## src/rtl/mem_access_stage.sv

```systemverilog
// EX->WB memory-access stage: holds one instruction, waits for its data response,
// aligns/extends load data, and discards late responses of flushed loads.
module mem_access_stage #(
  parameter int DATA_W          = 32,
  parameter int PAYLOAD_W       = 70,
  parameter int MAX_OUTSTANDING = 2
) (
  input  logic                 clk,
  input  logic                 reset,
  input  logic                 in_valid,
  output logic                 in_allowin,
  input  logic [PAYLOAD_W-1:0] in_payload,
  input  logic                 in_is_load,
  input  logic                 in_req_sent,
  input  logic [1:0]           in_size,
  input  logic                 in_unsigned,
  input  logic [DATA_W-1:0]    in_result,
  input  logic                 data_ok,
  input  logic [DATA_W-1:0]    rdata,
  output logic                 out_valid,
  input  logic                 out_allowin,
  output logic [PAYLOAD_W-1:0] out_payload,
  output logic [DATA_W-1:0]    out_wdata,
  output logic                 fwd_pending,
  input  logic                 flush
);

  localparam int OFS_W = $clog2(DATA_W / 8);
  localparam int CNT_W = $clog2(MAX_OUTSTANDING + 1);
  localparam logic [CNT_W-1:0] CNT_MAX = CNT_W'(MAX_OUTSTANDING);

  logic                 valid;
  logic                 is_load_q;
  logic                 req_sent_q;
  logic                 unsigned_q;
  logic                 captured;
  logic [1:0]           size_q;
  logic [PAYLOAD_W-1:0] payload_q;
  logic [DATA_W-1:0]    result_q;
  logic [DATA_W-1:0]    rdata_buf;
  logic [CNT_W-1:0]     discard_cnt;

  logic wait_data;
  logic ready_go;
  logic accept;
  logic drop_rsp;
  logic capture_rsp;
  logic flush_inc;

  assign wait_data  = valid & req_sent_q & ~captured;
  assign ready_go   = ~wait_data;
  assign in_allowin = (~valid | (ready_go & out_allowin)) & (discard_cnt != CNT_MAX);
  assign accept     = in_valid & in_allowin & ~flush;
  assign out_valid  = valid & ready_go & ~flush;
  assign fwd_pending = valid & is_load_q & ~captured;

  // Responses owed to flushed loads always come back first, so they take priority.
  assign drop_rsp    = data_ok & (discard_cnt != '0);
  assign capture_rsp = data_ok & wait_data & ~drop_rsp & ~flush;
  // A response landing in the flush cycle with nothing owed is the held load's own.
  assign flush_inc   = flush & wait_data & ~(data_ok & ~drop_rsp);

  always_ff @(posedge clk) begin
    if (reset) begin
      valid       <= 1'b0;
      captured    <= 1'b0;
      discard_cnt <= '0;
    end else begin
      if (flush) begin
        valid <= 1'b0;
      end else if (in_allowin) begin
        valid <= in_valid;
      end

      if (flush || in_allowin) begin
        captured <= 1'b0;
      end else if (capture_rsp) begin
        captured <= 1'b1;
      end

      case ({flush_inc, drop_rsp})
        2'b10:   discard_cnt <= discard_cnt + 1'b1;
        2'b01:   discard_cnt <= discard_cnt - 1'b1;
        default: discard_cnt <= discard_cnt;
      endcase
    end
  end

  always_ff @(posedge clk) begin
    if (accept) begin
      payload_q  <= in_payload;
      is_load_q  <= in_is_load;
      req_sent_q <= in_req_sent;
      size_q     <= in_size;
      unsigned_q <= in_unsigned;
      result_q   <= in_result;
    end
    if (capture_rsp) begin
      rdata_buf <= rdata;
    end
  end

  logic [DATA_W-1:0] sh;
  logic [DATA_W-1:0] ext;
  logic [6:0]        lsh;

  // Extension by shifting the field to the top and back down (logical or arithmetic).
  always_comb begin
    sh = rdata_buf >> {result_q[OFS_W-1:0], 3'b000};
    case (size_q)
      2'd0:    lsh = 7'(DATA_W - 8);
      2'd1:    lsh = 7'(DATA_W - 16);
      2'd2:    lsh = 7'(DATA_W - 32);
      default: lsh = (DATA_W == 64) ? 7'd0 : 7'(DATA_W - 32);
    endcase
    if (unsigned_q) begin
      ext = (sh << lsh) >> lsh;
    end else begin
      ext = DATA_W'($signed(sh << lsh) >>> lsh);
    end
  end

  assign out_payload = payload_q;
  assign out_wdata   = is_load_q ? ext : result_q;

endmodule

```

## config.mk

```make
export PLATFORM = sky130hd
export DESIGN_NAME = mem_access_stage
export DESIGN_NICKNAME = d
export VERILOG_FILES = /design/src/rtl/mem_access_stage.sv
export SDC_FILE = /design/constraint.sdc
export NUM_CORES = 1
export LEC_CHECK = 0
export BUFFER_PORTS_ARGS = -buffer_cell sky130_fd_sc_hd__buf_2
export CAP_MARGIN = 40
export CORE_MARGIN = 4
export CORE_UTILIZATION = 42
export DETAILED_ROUTE_END_ITERATION = 6
export HOLD_SLACK_MARGIN = 0.02
export PLACE_DENSITY = 0.74
export SLEW_MARGIN = 25
export SYNTH_ARGS = -nofsm -noshare
export SYNTH_HDL_FRONTEND = slang
export SYNTH_SLANG_ARGS = --single-unit
```

## constraint.sdc

```tcl
create_clock -name clk -period 10.4 [get_ports clk]
set_clock_uncertainty 0.1 [all_clocks]
set_input_delay 1.56 -clock clk [delete_from_list [all_inputs] [get_ports clk]]
set_output_delay 1.56 -clock clk [all_outputs]
set_load 0.05 [all_outputs]
```

==> metrics.csv, run 1 <==
metric,value,unit
status,"complete, no violations",
layout-drive-gt1-share,52.8,%
ys_types,40,
gp_congestion,0.827,
drc,0,
critPathArrivalTime,2800,ps
synthTopCellsByCount,"139 x edfxtp_1, 27 x nor2_1, 22 x a21oi_1",
yosys_warnings,0,
grt_max_degree,62,
final_antenna_net_count,0,
numPortBuffers,249,
cts.sinks,143,
insertion_delay,420,ps
maxCapViolCount,0,
synth_seq_cells,143,
period_share,42.8,%
setup_tns,0,ps
h-tree-depth,4,
cts_tree,done,
worstHoldPathType,reg -> reg,
hold_path.startpoint,discard_cnt[1]$_SDFFE_PP0P_,
timing.final.hold_violations,0,
wl_per_cell,18.6,um
end_kind,output pin,
place_inst,742,
grt_first_pass_wirelength,20800,um
ys_async_sr_fraction,0,%
grtUsageTotal,19.2,%
via_per_inst,4.91,
synth_area,5500,um2
power_density,190,nW/um2
use_met2,34.1,%
cts_resized,0,
nets,735,
hold-worst-slack,449,ps
syn-num-nets,479,
grt_use_met1,19.2,%
drv_slew,0,
start_util,43.3,%
critical_path.startpoint,result_q[1]$_DFFE_PP_,
yosysMostFrequentCell,edfxtp_1,
n_fill_cell,1002,
synth_area_leaders,"edfxtp_1 76%, mux2i_1 2.7%, mux2_2 2.7%",
post_cts_buffers,0,
maxSlewHeadroom,52.1,%
synth-main-ff-cell,edfxtp_1,
dr_total_vias,3802,
startpoint_type,flip-flop,
vdd_drop_max,0.000111,V
hpwl,10800,um
core,12700,um2
required,8740,ps
path_clk_slew,60,ps
max_freq,224,MHz
clk_path_buf_depth,2,
grt.busiest_layer,met2,
synth.avg_cell_area,16.5,um2
layout-area-overhead-vs-synth,36.2,%
rsz0062_at_grt,false,
numCtsBuffers,17,
synth_edf_count,139,
use_met3,8.76,%
path_cells,"nor2b_1, nor2b_1, nand2_1, a31oi_4, buf_2",
detail_route.first_pass.iterations,4,
row_count,41,
r2r-start,captured$_SDFFE_PP0P_,
cts_root_buf,clkbuf_16,
cp_common_cell,nor2b_1,
synth_top_area_cell,edfxtp_1,
antenna_found_initial,4,
routed_wl,14400,um
postSynthCellCount,333,
crit_type,reg -> out,
final_util,58.9,%
grt_overflow,0,
worstMarginPinSlew,718,ps
die_y,122,um
synth_top_area_share,75.8,%
dieArea,15000,um2
slowest_stage,nor2b_1,
p_leak,3.02,nW
grt_pass1_vias,3925,
seq_area_frac_synth,77.3,%
setup_viol,0,
period_needed,4460,ps
hold_buffers,0,
slowest_delay,580,ps
crit_fanout,9,
drtIter0Drc,211,
layout.cells.non_filler,775,
io_pins,250,
dieWidth,122,um
[per-layer routing]
layer	wire length [um]	part of all wire [%]
met5	22	0.15
met4	355	2.5
met3	1510	11
met2	7750	54
met1	4770	33
[kinds of logic (layout without fill, tap and decap cells)]
| family | Yosys count | in the layout | share of synthesized area, % |
|---|---|---|---|
| flip-flops | 143 | 143 | 77.3 |
| adder cells (fa/ha/maj) | 1 | 1 | 0.227 |
| AO/OA/AOI/OAI | 68 | 68 | 8.32 |
| multiplexers | 29 | 29 | 5.64 |
| AND/OR/NAND/NOR | 66 | 66 | 5.86 |
| other | 0 | 1 | 0 |
| buffers and inverters | 24 | 293 | 2.34 |
| XOR/XNOR | 2 | 2 | 0.318 |
[cells in the final DEF, fill, tap and decap left out, drive strengths merged]
| cell type | count |
|---|---|
| a211o | 1 |
| a21oi | 32 |
| a22oi | 1 |
| a31oi | 9 |
| buf | 255 |
| bufinv | 1 |
| clkbuf | 17 |
| clkinv | 2 |
| clkinvlp | 3 |
| dfxtp | 4 |
| diode | 1 |
| edfxtp | 139 |
| ha | 1 |
| inv | 15 |
| mux2 | 13 |
| mux2i | 16 |
| nand2 | 14 |
| nand2b | 1 |
| nand3 | 1 |
| nand3b | 8 |
| nor2 | 27 |
| nor2b | 4 |
| nor3 | 4 |
| nor3b | 3 |
| o211a | 1 |
| o211ai | 2 |
| o21ai | 18 |
| o221ai | 1 |
| o22ai | 1 |
| o31ai | 1 |
| o32ai | 1 |
| or2 | 2 |
| or3 | 1 |
| or4 | 1 |
| xnor2 | 1 |
| xor2 | 1 |
[final cells by class]
cell class	count	area, um2	area share, %
Antenna cell	1	2.50	0.0334
Multi-Input combinational cell	166	1130	15.1
Tap cell	172	215	2.87
Inverter	6	22.5	0.300
Clock buffer	17	425	5.67
Clock inverter	15	148	1.97
Sequential cell	143	4250	56.7
Timing Repair Buffer	255	1300	17.3
[worst max-delay path: cells and delay by family (launching register included)]
family,cells,cell delay [ps]
AO/OA/AOI/OAI,1,200
buffers and inverters,1,280
AND/OR/NAND/NOR,3,1320
flip-flops,1,570
[report_power, final]
| part | total (mW) | internal, mW | switching (mW) |
|---|---|---|---|
| Clock | 0.588 | 0.336 | 0.252 |
| Combinational | 0.175 | 0.0481 | 0.127 |
| Sequential | 0.664 | 0.658 | 0.00623 |
| Total | 1.43 | 1.04 | 0.385 |
[stage by stage]
step                      power (mW)  worst slack (ps)  cell area (um2)
final                           1.43              5940             7500
after global routing            1.48              5710             7500
after CTS                       1.44              5930             7490
after detailed placement       0.853              6400             6920
after global placement         0.849              6130             6910
after floorplan                0.797              11.2             5500
[sequential cells by signal (all words and copies together), names as in the netlist]
signal / cells
result_q: 32
rdata_buf: 32
out_payload: 70
valid: 1
captured: 1
is_load_q: 1
req_sent_q: 1
unsigned_q: 1
size_q: 2
discard_cnt: 2
[worst paths after layout]
path                            slack [ps]                           to  cells after the start
worst max-delay path                  5940                out_wdata[26]                      5
worst min-delay path                   450  discard_cnt[1]$_SDFFE_PP0P_                      2
worst max register to register        8260    out_payload[48]$_DFFE_PP_                      4
worst min register to register         450  discard_cnt[1]$_SDFFE_PP0P_                      2
(Power assumes the default switching activity.)
==> run 2: changes to the inputs <==
--- a/config.mk
+++ b/config.mk
@@ -8,10 +8,10 @@
 export BUFFER_PORTS_ARGS = -buffer_cell sky130_fd_sc_hd__buf_2
 export CAP_MARGIN = 40
 export CORE_MARGIN = 4
-export CORE_UTILIZATION = 42
+export CORE_UTILIZATION = 47
 export DETAILED_ROUTE_END_ITERATION = 6
 export HOLD_SLACK_MARGIN = 0.02
-export PLACE_DENSITY = 0.74
+export PLACE_DENSITY = 0.78
 export SLEW_MARGIN = 25
 export SYNTH_ARGS = -nofsm -noshare
 export SYNTH_HDL_FRONTEND = slang
==> constraint.sdc (replaced) <==
create_clock -name clk -period 4.5 [get_ports clk]
set_clock_uncertainty 0.1 [all_clocks]
set_input_delay 0.675 -clock clk [delete_from_list [all_inputs] [get_ports clk]]
set_output_delay 0.675 -clock clk [all_outputs]
set_load 0.05 [all_outputs]
==> run 2 against run 1 <==
Against the previous run: clock power rose by 140%; setup slack got worse by 5100 ps; hold slack worse by 130 ps; non-clock buffer count grew 1; register-to-register slack worse by 5900 ps; core utilization grew 6.8 points; critical path depth increased by 1; count of clock-buffer cells in the layout did not move; combinational power up 140%; highest routed layer is now met4; final cell count down 3.7%.
==> metrics.csv, run 2 (same netlist as run 1, synthesis figures left out) <==
metric,value,unit
cts_root_buf,clkbuf_16,
final_antenna_net_count,0,
grt_max_degree,64,
pwr-share-seq,45.6,%
routed_wl,14800,um
place_area,6910,um2
rsz0062_at_grt,false,
status,"complete, no violations",
crit_type,reg -> out,
slowest_stage,nor2b_1,
maxSlewHeadroom,56.7,%
grtUsageTotal,21.9,%
dieWidth,116,um
p_int,2.47,mW
drv_slew,0,
clock_power_share,42.2,%
cts.sinks,143,
place_inst,714,
die_y,116,um
finalPower,3.37,mW
grt_first_pass_wirelength,21300,um
startpoint_type,flip-flop,
dieArea,13500,um2
hold_buffers,0,
wl_per_cell,19.8,um
detail_route.first_pass.iterations,4,
vdd_drop_max,0.000447,V
gp_congestion,0.835,
numCtsBuffers,17,
post_cts_buffers,0,
max_freq,274,MHz
via_per_inst,5.19,
numPortBuffers,249,
clk_path_buf_depth,2,
setup_tns,0,ps
timing.final.hold_violations,0,
layout-area-overhead-vs-synth,36.4,%
cts_tree,done,
crit_fanout,33,
critPathArrivalTime,2870,ps
required,3720,ps
cts_resized,0,
drtIter0Drc,284,
grt_overflow,0,
io_pins,250,
p_sw_share,26.7,%
insertion_delay,420,ps
maxCapViolCount,0,
path_cells,"buf_4, nor2b_1, nor2b_1, nand2_1, a31oi_1, buf_2",
dr_total_vias,3869,
h-tree-depth,4,
worstMarginPinSlew,648,ps
layout-drive-gt1-share,52.9,%
power_density,448,nW/um2
power_switching,898,uW
slowest_delay,610,ps
period_share,81.1,%
final_util,65.7,%
worstHoldPathType,in -> reg,
stdcell_area,7510,um2
largest_reg_flops,70,
layout.cells.non_filler,746,
path_clk_slew,70,ps
antenna_found_initial,0,
place_ws,1360,ps
end_kind,output pin,
hold-worst-slack,316,ps
drc,0,
combPwrFrac,12.2,%
final_common_cell,buf_2,
cp_common_cell,nor2b_1,
core,11400,um2
row_count,39,
start_util,48.2,%
hpwl,10900,um
period_needed,3650,ps
p_leak,3.05,nW
antenna_cells,0,
setup_ws,852,ps
grt_pass1_vias,3982,
nets,736,
setup_viol,0,
mostFrequentLayoutCells,"249 x buf_2, 139 x edfxtp_1, 27 x nor2_1",
[run 2: power by group through the flow]
stage	clock [mW]	combinational, mW	sequential, mW
final	1.42	0.412	1.53
after global routing	1.51	0.433	1.54
after CTS	1.44	0.415	1.54
after detailed placement	0	0.412	1.56
after global placement	0	0.403	1.56
after floorplan	0	0.169	1.67
[run 2: worst paths after layout]
path                          startpoint                           to  slack [ps]  depth (start not counted)
min                       in_payload[59]    out_payload[59]$_DFFE_PP_         320                          1
max                result_q[1]$_DFFE_PP_                out_wdata[24]         850                          6
min reg2reg  discard_cnt[1]$_SDFFE_PP0P_  discard_cnt[1]$_SDFFE_PP0P_         420                          2
max reg2reg         req_sent_q$_DFFE_PP_    out_payload[56]$_DFFE_PP_        2310                          5
[run 2: critical path: cells and delay by family, from the launching register on]
| kind | cells | cell delay (ps) |
|---|---|---|
| flops | 1 | 360 |
| simple gates | 3 | 1260 |
| buf+inv | 2 | 570 |
| compound gates | 1 | 250 |
[run 2: final cells by class]
type | instances | area, um2
Timing Repair Buffer | 256 | 1320
Inverter | 6 | 22.5
Tap cell | 143 | 179
Clock inverter | 15 | 170
Sequential cell | 143 | 4250
Fill cell | 835 | 3910
Multi-Input combinational cell | 166 | 1140
Clock buffer | 17 | 425
[run 2: routing by layer]
layer | up-vias | wire length, um | GRT usage, %
met1 | 1851 | 5010 | 22.4
li1 | 1788 | - | -
met4 | 0 | 358 | 9.59
met2 | 202 | 7940 | 39.1
met5 | - | 0 | 0
met3 | 28 | 1490 | 9.38
==> run 3: changes to the inputs <==
==> constraint.sdc (replaced) <==
create_clock -name clk -period 3.6 [get_ports clk]
set_clock_uncertainty 0.1 [all_clocks]
set_input_delay 0.54 -clock clk [delete_from_list [all_inputs] [get_ports clk]]
set_output_delay 0.54 -clock clk [all_outputs]
set_load 0.05 [all_outputs]
==> run 3 against run 2 <==
Against the previous run: design area grew 0.55%; clock power rose by 20%; sequential cell count did not move; highest routed layer is now met5; largest cell class unchanged; critical path type unchanged; final cell count up 0.67%.
==> metrics.csv, run 3 (same netlist as run 1, synthesis figures left out) <==
metric,value,unit
status,"complete, no violations",
drtIter0Drc,259,
maxSlewHeadroom,47.4,%
max_freq,294,MHz
setup_viol,0,
clk_path_buf_depth,2,
layout.cells.non_filler,751,
grt_first_pass_wirelength,21800,um
grt_max_degree,81,
wl_per_cell,19.8,um
dr_total_vias,3837,
end_kind,output pin,
vdd_drop_max,0.000419,V
cts_tree,done,
power_density,550,nW/um2
slowest_stage,nor2b_1,
startpoint_type,flip-flop,
crit_type,reg -> out,
nets,740,
largest_reg_flops,70,
layout-drive-gt1-share,53.0,%
grtUsageTotal,22.2,%
place_ws,592,ps
h-tree-depth,4,
gp_congestion,0.842,
layout-area-overhead-vs-synth,37.1,%
core,11400,um2
routed_wl,14900,um
insertion_delay,410,ps
hold-worst-slack,198,ps
worstHoldPathType,in -> reg,
antenna_found_initial,4,
hpwl,11400,um
cts.sinks,143,
n_fill_cell,842,
start_util,48.2,%
die_y,116,um
setup_ws,193,ps
grt_pass1_vias,4033,
dieWidth,116,um
required,2960,ps
critPathArrivalTime,2770,ps
rsz0062_at_grt,false,
final_common_cell,buf_2,
io_pins,250,
timing.final.hold_violations,0,
slowest_delay,650,ps
cts_root_buf,clkbuf_16,
via_per_inst,5.11,
path_cells,"nor2b_1, buf_4, nor2b_1, nand2_1, a31oi_4, buf_2",
grt_overflow,0,
period_needed,3410,ps
period_share,94.6,%
numCtsBuffers,17,
cp_common_cell,nor2b_1,
crit_fanout,16,
maxCapViolCount,0,
drv_slew,0,
drc,0,
dieArea,13500,um2
numPortBuffers,249,
p_leak,3.06,nW
place_inst,715,
row_count,39,
setup_tns,0,ps
final_antenna_net_count,0,
detail_route.first_pass.iterations,4,
path_clk_slew,60,ps
mostFrequentLayoutCells,"249 x buf_2, 139 x edfxtp_1, 27 x nor2_1",
worstMarginPinSlew,787,ps
run 3: cell types whose count changed in the layout (fill, tap and decap cells not counted):
cell,before,now
diode_2,0,1
o221ai_4,0,1
inv_8,2,0
buf_12,0,2
clkinv_2,2,1
buf_4,6,9
clkinv_1,0,2
buf_16,1,0
o221ai_1,1,0
inv_6,7,6
clkinvlp_4,1,3
run 3: final timing paths:
path	slack, ps	end	startpoint	cells past startpoint
hold / removal	200	out_payload[43]$_DFFE_PP_	in_payload[43]	1
setup reg to reg	1690	size_q[1]$_DFFE_PP_	captured$_SDFFE_PP0P_	4
hold reg to reg	410	discard_cnt[1]$_SDFFE_PP0P_	discard_cnt[1]$_SDFFE_PP0P_	2
setup / recovery	190	out_wdata[26]	result_q[1]$_DFFE_PP_	6
run 3: layout make-up:
type                       instances  area, um2  area share (%)
tap                              143        179            2.37
sequential                       143       4250            56.4
timing repair buffer             260       1350            17.9
inverter                           6       22.5           0.298
antenna                            1       2.50          0.0332
clock buffer                      17        425            5.64
multi-input combinational        166       1150            15.3
clock inverter                    15        156            2.07
run 3: routing by layer:
metal	vias to the layer above	routed length, um	track usage [%]
li1	1797	-	-
met4	8	312	9.20
met5	-	54	0
met2	180	8000	38.8
met1	1826	5120	24.1
met3	26	1390	8.91
run 3: metrics by stage:
stage | total power, mW | cell area (um2) | util (%)
finish | 4.15 | 7550 | 66.1
global route | 4.29 | 7550 | 66.1
CTS | 4.18 | 7510 | 65.8
detailed placement | 2.47 | 6930 | 60.7
global placement | 2.46 | 6930 | 60.7
floorplan | 2.29 | 5530 | -
run 3: critical path: cells and delay by family (launching register included):
kind / cells / cell delay, ps
buffers and inverters: 2 / 460
AO/OA/AOI/OAI: 1 / 210
AND/OR/NAND/NOR: 3 / 1060
flip-flops: 1 / 630
run 3: where the power goes:
group | internal, mW | switching, mW | total [mW]
clock | 1.03 | 0.682 | 1.71
combinational | 0.146 | 0.374 | 0.520
sequential | 1.90 | 0.0205 | 1.92
run 3: what timing repair did:
item	4_1_cts	5_1_grt
hold buffers	0	0
setup endpoints to repair	0	5
gates resized for setup	0	0
buffers inserted	0	3
